--- src/rtl/lock_input_conditioner.sv ---
// Front-end conditioner for the lock controller: 2-flop sync, per-bit debounce,
// and one-hot button pulses stretched for the slow-clock domain.
module lock_input_conditioner #(
  parameter int unsigned DEBOUNCE_CYCLES = 500000,
  parameter int unsigned STRETCH_CYCLES  = 60000,
  parameter int unsigned CNT_W           = 20
) (
  input  logic       clk,
  input  logic       rst,
  input  logic [3:0] btn_raw,
  input  logic       lock_raw,
  input  logic       latch_raw,
  input  logic [3:0] switch_raw,
  output logic [3:0] btn_out,
  output logic       lock_lvl,
  output logic       latch_lvl,
  output logic [3:0] switch_out,
  output logic       multi_press
);

  localparam int unsigned NBITS = 10;
  localparam logic [CNT_W-1:0] DEB_LAST     = CNT_W'(DEBOUNCE_CYCLES - 1);
  localparam logic [CNT_W-1:0] STRETCH_LOAD = CNT_W'(STRETCH_CYCLES);

  // Bit map: [3:0] buttons, [4] lock, [5] latch, [9:6] code switches
  logic [NBITS-1:0] raw_vec;
  logic [NBITS-1:0] sync1_q, sync2_q;
  logic [NBITS-1:0] stable_q, stable_d;
  logic [CNT_W-1:0] db_cnt_q [NBITS];
  logic [CNT_W-1:0] db_cnt_d [NBITS];

  logic [3:0]       prev_btn_q;
  logic [3:0]       cur_btn;
  logic [3:0]       btn_out_q, btn_out_d;
  logic [CNT_W-1:0] stretch_q, stretch_d;
  logic             multi_q, multi_d;
  logic             cur_onehot, cur_multi, btn_added;

  assign raw_vec = {switch_raw, latch_raw, lock_raw, btn_raw};

  // Debounce: a bit must disagree with its stable value DEBOUNCE_CYCLES in a row
  always_comb begin
    stable_d = stable_q;
    for (int i = 0; i < NBITS; i++) begin
      db_cnt_d[i] = '0;
      if (sync2_q[i] != stable_q[i]) begin
        if (db_cnt_q[i] == DEB_LAST) begin
          stable_d[i] = sync2_q[i];
        end else begin
          db_cnt_d[i] = db_cnt_q[i] + CNT_W'(1);
        end
      end
    end
  end

  assign cur_btn    = stable_q[3:0];
  assign cur_onehot = (cur_btn != 4'd0) && ((cur_btn & (cur_btn - 4'd1)) == 4'd0);
  assign cur_multi  = (cur_btn != 4'd0) && !cur_onehot;
  assign btn_added  = |(cur_btn & ~prev_btn_q);

  // Press detection, chord rejection and pulse stretching
  always_comb begin
    btn_out_d = btn_out_q;
    stretch_d = stretch_q;
    multi_d   = multi_q;
    if (stretch_q != '0) begin
      stretch_d = stretch_q - CNT_W'(1);
      if (stretch_q == CNT_W'(1)) begin
        btn_out_d = 4'd0;
      end
    end
    if (prev_btn_q == 4'd0) begin
      if (cur_onehot) begin
        btn_out_d = cur_btn;
        stretch_d = STRETCH_LOAD;
      end else if (cur_multi) begin
        multi_d = 1'b1;
      end
    end else if (btn_added) begin
      multi_d = 1'b1;
    end
    // A chord is only forgiven once every button is released
    if (cur_btn == 4'd0) begin
      multi_d = 1'b0;
    end
  end

  always_ff @(posedge clk) begin
    if (rst) begin
      sync1_q    <= '0;
      sync2_q    <= '0;
      stable_q   <= '0;
      prev_btn_q <= '0;
      btn_out_q  <= '0;
      stretch_q  <= '0;
      multi_q    <= 1'b0;
      for (int i = 0; i < NBITS; i++) begin
        db_cnt_q[i] <= '0;
      end
    end else begin
      sync1_q    <= raw_vec;
      sync2_q    <= sync1_q;
      stable_q   <= stable_d;
      prev_btn_q <= cur_btn;
      btn_out_q  <= btn_out_d;
      stretch_q  <= stretch_d;
      multi_q    <= multi_d;
      for (int i = 0; i < NBITS; i++) begin
        db_cnt_q[i] <= db_cnt_d[i];
      end
    end
  end

  assign btn_out     = btn_out_q;
  assign lock_lvl    = stable_q[4];
  assign latch_lvl   = stable_q[5];
  assign switch_out  = stable_q[9:6];
  assign multi_press = multi_q;

endmodule

--- config.mk ---
export PLATFORM = sky130hd
export DESIGN_NAME = lock_input_conditioner
export DESIGN_NICKNAME = d
export VERILOG_FILES = /design/src/rtl/lock_input_conditioner.sv
export SDC_FILE = /design/constraint.sdc
export NUM_CORES = 1
export LEC_CHECK = 0
export BUFFER_PORTS_ARGS = -buffer_cell sky130_fd_sc_hd__buf_2
export CAP_MARGIN = 20
export CELL_PAD_IN_SITES_DETAIL_PLACEMENT = 0
export CELL_PAD_IN_SITES_GLOBAL_PLACEMENT = 1
export CORE_ASPECT_RATIO = 0.75
export CORE_UTILIZATION = 35
export DETAILED_ROUTE_END_ITERATION = 16
export GPL_ROUTABILITY_DRIVEN = 0
export GPL_TIMING_DRIVEN = 0
export PLACE_DENSITY_LB_ADDON = 0.08
export SYNTH_ARGS = -nofsm -noshare
export SYNTH_HDL_FRONTEND = slang
export SYNTH_SLANG_ARGS = --single-unit
--- constraint.sdc ---
create_clock -name clk -period 2.3 [get_ports clk]
set_input_delay 0.115 -clock clk [delete_from_list [all_inputs] [get_ports clk]]
set_output_delay 0.115 -clock clk [all_outputs]
set_load 0.005 [all_outputs]
; Word-level counts from Yosys, hierarchy flattened
; Memory sizes are Yosys's and may differ from the RTL's.
; Index checks and enable logic that the tools add are counted.
[word_totals]
reg_bits = 59
mem_bits_rw = 200
output_inout_bits = 11
wordCells = 131
n_memories = 1
[classes]
add_sub_neg = 12
n_eq_ne = 23
n_mux = 44
bitwise_logic = 13
n_reduce_logical = 22
[memory_table]
columns = name, words, width, read_ports, rd_ports_with_merged_regs, wr, line_no
row1 = db_cnt_q, 10, 20, 10, 0, 10, 29  ; logic [CNT_W-1:0] db_cnt_q [NBITS];
[ops]
columns = operator, n
row1 = $mux 20, 33
row2 = $add 20x1->20 const B, 10
row3 = $eq 20x19->1 const B, 10
row4 = $eq 20x1->1 const B, 1
row5 = $reduce_and 2->1, 10
row6 = $reduce_bool 20->1, 1
row7 = $sub 20x1->20 const B, 1
row8 = $mux 4, 4
row9 = $logic_not 4->1, 3
row10 = $ne 1x1->1, 10
row11 = $or 1x1->1, 10
row12 = $and 4x4->4, 2
row13 = $mux 1, 7
row14 = $ne 2x2->1 const B, 2
row15 = $not 4->4, 1
row16 = $reduce_bool 4->1, 1
row17 = $reduce_or 4->1, 1
row18 = $sub 4x1->4 const B, 1
row19 = $reduce_and 3->1, 1
row20 = $logic_and 1x1->1, 2
row21 = $reduce_bool 2->1, 1
row22 = $reduce_or 2->1, 1
row23 = $logic_not 1->1, 1

; Longest topological paths before layout
; Gate-level depths: netlist of the first run.
[depth]
word_depth = 9
depth_mapped = 8

; Least setup slack after synthesis of the first run
; No wires, ideal clock.
[synth_path]
path_type = register -> register
from = mem db_cnt_q[6][0]
to = mem db_cnt_q[6][16]
setup_time_ns = 0.128
arrival_ns = 1.620
t_required_ns = 2.172
slack_ns = 0.553
stages_incl_launch_ff = 7
path_cell_list = dfxtp_1 > ha_1 > nand4_1 > nor4_1 > nand3_1 > xor2_1 > nor2_1
[synth_lines]
columns = element, line_no
row1 = start: declaration, 29

==> run_results.csv, run 1 <==
group,metric,value,unit
outcome,status,"complete, no violations",
timing,worst_pin_slew,0.917,ns
place,port_buffers,22,
power,comb_power_share,12.8,%
global_route,grt_max_degree,15,
yosys,netlist_instances,1245,
power,p_int,8.06,mW
clocking,path_clk_slew,0.06,ns
setup_path,critPathKind,"reg2reg",
layout,drive_gt1_share,8.64,%
yosys,synth.most_common_cell,"nor2_1",
yosys,synth_common_cells,"263 x nor2_1, 259 x dfxtp_1, 123 x xor2_1",
worst_hold_path,hp-class,"in2reg",
yosys,synth_xor_xnor_area_share,15.6,%
detailed_routing,wl_per_cell,12.8,microns
global_route,grt_pass1_wl,38.5,mm
yosys,synth_simple_gate_area_share,29.2,%
setup_path,ff2ff_path_depth,6,
clocking,htree_levels,1,
yosys,synthArstFlopShare,0,%
global_route,grt.overflow.total,0,
yosys,netlist_top_cells_area,"dfxtp_1 47%, xor2_1 9.7%, nor2_1 8.9%",
setup_path,start_kind,"register",
layout,fillerInstances,3066,
timing,hold_viol,0,
clocking,root_buffer,"clkbuf_16",
timing,slew_headroom,38.3,%
timing,min_period,2.09,ns
setup_path,crit_chain,"ha_1, nand4_1, nor4_1, nand3_1, xor2_1, nor2_1",
global_route,grt_pass1_vias,7646,
place,hpwlAfterDp,15.5,mm
timing,setup_viol,0,
power,design_power_total,10.9,mW
setup_path,cpMaxStageDelayCell,"nor4_1",
yosys,syn_area,11100,sq um
setup_path,arrival,2.52,ns
worst_hold_path,worstHoldPathCells,3,
yosys,synth_compound_area_share,2.66,%
die,core_area,30600,sq um
yosys,synth.area.mux_share,0.906,%
power,p_per_area,858,nW/um^2
global_route,track_usage,14.2,%
detailed_routing,drc_errors,0,
detailed_routing,vias,8045,
die,std_cell_rows,55,
yosys,synth_nets,1270,
timing,finClkSkew,0.0112,ns
timing,post-route-period-util,91.0,%
layout,multi_input_area,5520,sq um
layout,ff_latch_area,5180,sq um
yosys,synth_top_family_by_area,"simple AND/OR/NAND/NOR gates",
yosys,synth_edf_count,0,
clocking,clock_latency,0.55,ns
setup_path,crit_required,2.72,ns
layout,final_core_util,41.6,%
yosys,synth_ff_type,"dfxtp_1",
die,start_util,36.1,%
yosys,ys_seq_area_share,46.9,%
power,p_sw_share,26.4,%
yosys,synth_top_cell_by_area,"dfxtp_1",
yosys,yosysWarningCount,0,
layout,finish.net_count,1333,
detailed_routing,firstDrtPassIters,4,
yosys,synth_top_area_share,46.9,%
die,pin_count,23,
timing,rsz0062_at_grt,"yes",
detailed_routing,vias_per_cell,4.65,
setup_path,cp_max_fo,5,
clocking,clock-sinks,259,
detailed_routing,drt-initial-drc-count,362,
clocking,cts_buffer_depth,3,
yosys,synth_fa_ha_area_share,1.56,%
timing,tns,0,ns
detailed_routing,routed_wl,22.1,mm
clocking,numCtsBuffers,29,
yosys,ys_ff_latch,259,
yosys,syn_area_per_cell,8.88,sq um
power,seq_power_share,44.4,%
timing,maxSlewViolCount,0,
layout,syn2layout_area_growth,15.4,%
die,dieArea,32300,sq um
die,die_y,156,microns
power,cellLeakagePower,4.27,nW
clocking,cts_tree,"done",
die,die_w,207,microns
global_route,antenna_found_initial,0,
clocking,post-cts-setup-buffers,0,
yosys,ys_types,55,
power,ir_drop,0.000500,V
power,p_sw,2.88,mW
setup_path,slowest_delay,0.73,ns
power,clkPwrFrac,42.8,%
timing,hold_slack,0.314,ns
timing,fmax,478,MHz
detailed_routing,ant_nets,0,
setup_path,crit_path_end_kind,"register",
flow_run,cap_viol_max_count,0,
## kinds of logic (layout without fill, tap and decap cells)
kind of cell	after synthesis	in the layout
AOI/OAI and AO/OA	45	45
xor gates and xnor gates	197	197
adders and majority gates	14	14
buffers and inverters	71	157
DFF	259	259
muxes	10	10
other	0	1
and+or+nand+nor	649	649
## path summary, 6_finish.rpt
| kind | start | endpoint | slack, ns |
|---|---|---|---|
| max | db_cnt_q[6][0] | db_cnt_q[6][18] | 0.21 |
| min | switch_raw[0] | sync1_q[6] | 0.31 |
| max reg2reg | db_cnt_q[6][0] | db_cnt_q[6][18] | 0.21 |
| min reg2reg | sync1_q[4] | sync2_q[4] | 0.44 |
## power groups by stage
stage | clock network (mW) | logic (mW) | registers, mW
6_report | 4.68 | 1.40 | 4.86
5_1_grt | 5.04 | 1.60 | 4.89
4_1_cts | 4.87 | 1.42 | 4.86
3_5_place_dp | 0 | 1.40 | 4.95
3_3_place_gp | 0 | 1.39 | 4.95
2_1_floorplan | 0 | 1.12 | 4.91
## critical path: cells and delay by family, from the launching register on
family | cells | cell delay [ns]
adders and majority gates | 1 | 0.23
and+or+nand+nor | 4 | 1.20
xor gates and xnor gates | 1 | 0.18
DFF | 1 | 0.37
## through the flow
| stage | worst slack (ns) | instance area [sq um] | cells |
|---|---|---|---|
| finish | 0.206 | 12800 | 1731 |
| global route | -0.0199 | 12700 | 1730 |
| CTS | 0.133 | 12700 | 1731 |
| detailed placement | 0.110 | 11700 | 1666 |
| global placement | 0.129 | 11700 | 1666 |
| floorplan | 0.553 | 11100 | 1245 |
## placed cells by master (no fill, tap or decap), drive strengths merged, types with 3 or more instances in the layout
cell type	n
a211oi	3
a21oi	13
a22o	3
a31oi	3
and3	27
and4	6
buf	40
clkbuf	60
clkinv	6
dfxtp	259
dlygate4sd3	11
ha	13
inv	36
mux2i	10
nand2	70
nand2b	9
nand3	77
nand3b	4
nand4	53
nor2	264
nor2b	22
nor3	43
nor4	22
nor4b	8
nor4bb	5
o21ai	9
o31ai	4
or2	10
or3	18
or4	5
xnor2	74
xor2	123
## per-layer routing
layer | track usage (%) | wire [microns] | vias to the layer above | part of all wire [%]
li1 | - | - | 4329 | -
met1 | 21.8 | 12700 | 3608 | 57
met2 | 19.9 | 8310 | 70 | 38
met3 | 2.56 | 584 | 38 | 2.6
met4 | 3.94 | 543 | 0 | 2.5
met5 | 0 | 0 | - | 0
## what timing repair did
action / in CTS / in global routing
endpoints found under the hold margin: 14 / 0
gates resized for setup: 0 / 5
endpoints found under the setup margin: 0 / 23
hold buffers: 11 / 0
## final cells by class
type / count / share of cell area (%)
multi-input combinational: 915 / 43.3
sequential: 259 / 40.7
clock buffer: 42 / 6.70
tap: 399 / 3.92
timing repair buffer: 33 / 1.73
buffer: 36 / 1.70
inverter: 34 / 1.00
clock inverter: 12 / 0.981
antenna: 1 / 0.0196
## flip-flops by register name, summed over array words and instances (netlist names)
register / cells
stretch_q: 20
db_cnt_q: 200
btn_out: 4
sync1_q: 10
sync2_q: 10
stable_q: 10
prev_btn_q: 4
multi_press: 1
(Power assumes the default switching activity.)
==> run 2, diff against run 1 <==
--- a/config.mk
+++ b/config.mk
@@ -5,12 +5,14 @@
 export SDC_FILE = /design/constraint.sdc
 export NUM_CORES = 1
 export LEC_CHECK = 0
+export ABC_AREA = 1
 export BUFFER_PORTS_ARGS = -buffer_cell sky130_fd_sc_hd__buf_2
 export CAP_MARGIN = 20
 export CELL_PAD_IN_SITES_DETAIL_PLACEMENT = 0
 export CELL_PAD_IN_SITES_GLOBAL_PLACEMENT = 1
 export CORE_ASPECT_RATIO = 0.75
 export CORE_UTILIZATION = 35
+export CTS_CLUSTER_SIZE = 10
 export DETAILED_ROUTE_END_ITERATION = 16
 export GPL_ROUTABILITY_DRIVEN = 0
 export GPL_TIMING_DRIVEN = 0
==> run_results.csv, run 2 <==
group,metric,value,unit
timing,tns,0,ns
power,cellLeakagePower,5.22,nW
layout,antenna_cells,0,
clocking,clock_latency,0.57,ns
yosys,syn_area_per_cell,6.86,sq um
global_route,grt_pass1_vias,10400,
global_route,use_met3,2.76,%
die,die_y,169,microns
detailed_routing,firstDrtPassIters,5,
power,p_sw_share,27.5,%
power,seq_power_share,44.5,%
setup_path,path_delay_family,"simple AND/OR/NAND/NOR gates",
yosys,synth_top_cell_by_area,"dfxtp_1",
clocking,clock-sinks,259,
clocking,path_clk_slew,0.05,ns
global_route,use_met1,25.4,%
setup_path,cp_max_fo,10,
yosys,ys_types,40,
layout,largest_register,"db_cnt_q",
power,p_int,7.81,mW
setup_path,start_kind,"register",
layout,final_cell_mix,"427 x nand2_1, 399 x nor2_1, 259 x dfxtp_1",
detailed_routing,ant_nets,0,
timing,finClkSkew,0.0135,ns
setup_path,critPathKind,"reg2reg",
die,core_area,36200,sq um
yosys,synth_common_cells,"427 x nand2_1, 399 x nor2_1, 259 x dfxtp_1",
clocking,root_buffer,"clkbuf_16",
clocking,post_cts_resized,0,
timing,min_period,1.83,ns
layout,largest_register_ffs,200,
die,pin_count,23,
global_route,grt_max_degree,16,
clocking,cts_tree,"done",
die,die_w,224,microns
layout,multi_input_area,6720,sq um
yosys,syn_area,13000,sq um
power,p_per_area,733,nW/um^2
power,p_sw,2.97,mW
timing,worst_pin_slew,0.743,ns
yosys,ys_ff_latch,259,
timing,hold_slack,0.292,ns
timing,rsz0062_at_grt,"no",
setup_path,crit_required,2.73,ns
yosys,synth_top_area_share,39.9,%
outcome,status,"complete, no violations",
clocking,cts_buffer_depth,3,
layout,top_regs,"db_cnt_q x200, stretch_q x20",
global_route,track_usage,16.4,%
detailed_routing,drt-initial-drc-count,712,
timing,slew_headroom,50.5,%
detailed_routing,routed_wl,30.3,mm
setup_path,crit_chain,"ha_1, nand3_2, nor3_1, nand3_1, nand2_1, buf_2, a21oi_1",
timing,post-route-period-util,79.5,%
yosys,netlist_instances,1894,
power,ir_drop,0.000521,V
timing,setup_viol,0,
layout,ff_latch_area,5180,sq um
setup_path,cpMaxStageDelayCell,"dfxtp_1",
setup_path,arrival,2.26,ns
setup_path,slowest_delay,0.47,ns
yosys,synth_ff_type,"dfxtp_1",
yosys,synth_edf_count,0,
place,hpwlAfterDp,22.4,mm
setup_path,crit_path_end_kind,"register",
detailed_routing,wl_per_cell,12.3,microns
die,dieArea,37900,sq um
layout,fillerInstances,3848,
yosys,synth_nets,1919,
global_route,grtUsageMet2,23.1,%
timing,hold_viol,0,
worst_hold_path,hp-class,"in2reg",
die,start_util,35.9,%
clocking,htree_levels,1,
detailed_routing,vias,11300,
power,clkPwrFrac,41.4,%
power,comb_power_share,14.1,%
detailed_routing,vias_per_cell,4.59,
die,std_cell_rows,60,
timing,fmax,547,MHz
layout,layout_commonest_cell,"nand2_1",
global_route,busiest_layer,"met1",
layout,drive_gt1_share,8.84,%
layout,finish.net_count,1984,
yosys,netlist_top_cells_area,"dfxtp_1 40%, nand2_1 12%, nor2_1 12%",
clocking,numCtsBuffers,31,
setup_path,crit_buf_inv,1,
yosys,synth.most_common_cell,"nand2_1",
global_route,antenna_found_initial,0,
layout,syn2layout_area_growth,13.2,%
yosys,synthArstFlopShare,0,%
yosys,ys_seq_area_share,39.9,%
flow_run,cap_viol_max_count,0,
global_route,grt_pass1_wl,51.6,mm
detailed_routing,drc_errors,0,
place,port_buffers,21,
global_route,grt.overflow.total,0,
timing,maxSlewViolCount,0,
yosys,yosysWarningCount,0,
run 2: cell count changes after synthesis, sizes merged, moves of 22 or more:
cell | previous run | this run
nand2 | 70 | 452
inv | 34 | 240
nor2 | 264 | 424
a21oi | 13 | 75
xor2 | 123 | 67
xnor2 | 74 | 19
nand3 | 77 | 114
and3 | 27 | 0
nor4 | 22 | 0
o21ai | 9 | 31
run 2: per-stage QoR:
| step | cells | total power, mW | util [%] | instance area (sq um) | worst slack, ns |
|---|---|---|---|---|---|
| finish | 2465 | 10.8 | 40.7 | 14700 | 0.471 |
| global route | 2465 | 11.5 | 40.7 | 14700 | 0.278 |
| CTS | 2465 | 11.0 | 40.7 | 14700 | 0.462 |
| detailed placement | 2411 | 6.41 | 37.9 | 13700 | 0.483 |
| global placement | 2411 | 6.41 | 37.9 | 13700 | 0.484 |
| floorplan | 1894 | 6.08 | - | 13000 | 0.854 |
run 2: worst paths after layout:
kind	depth (start not counted)	to	slack (ns)	startpoint
max reg2reg	7	db_cnt_q[6][14]	0.47	db_cnt_q[6][0]
min	4	sync1_q[5]	0.29	latch_raw
min reg2reg	2	sync2_q[7]	0.41	sync1_q[7]
max	7	db_cnt_q[6][14]	0.47	db_cnt_q[6][0]
run 2: power by group through the flow:
stage                     Sequential (mW)  Combinational [mW]  Clock [mW]
after global placement               4.89                1.52           0
after floorplan                      4.85                1.23           0
after CTS                            4.80                1.55        4.66
after detailed placement             4.89                1.52           0
final                                4.79                1.52        4.47
after global routing                 4.82                1.80        4.84
run 2: worst min-delay path, delay by kind of cell:
kind	cells	cell delay [ns]
buffers and inverters	3	0.64
AND/OR/NAND/NOR	1	0.07
run 2: timing repair:
action,CTS,global route
hold endpoints to repair,11,0
hold buffers,11,0
buffers inserted,0,0
run 2: area by class of cell:
| class | instances | share of cell area (%) |
|---|---|---|
| multi-input combinational | 1369 | 45.7 |
| sequential | 259 | 35.2 |
| inverter | 241 | 6.15 |
| clock buffer | 39 | 5.68 |
| tap | 496 | 4.22 |
| timing repair buffer | 32 | 1.46 |
| buffer | 25 | 1.20 |
| clock inverter | 4 | 0.332 |
run 2: cells by family after synthesis:
group	synth area share, %
XOR/XNOR	5.80
AND/OR/NAND/NOR	39.8
AO/OA/AOI/OAI	4.96
adder cells (fa/ha/maj)	1.25
flip-flops	39.9
buffers and inverters	8.32
run 2: per-layer routing:
| metal | part of all wire, % | vias to the layer above | wire (microns) |
|---|---|---|---|
| met1 | 55 | 5036 | 16800 |
| met3 | 3.4 | 45 | 1020 |
| met4 | 2.2 | 0 | 664 |
| met5 | 0 | - | 0 |
| met2 | 39 | 138 | 11800 |
| li1 | - | 6084 | - |
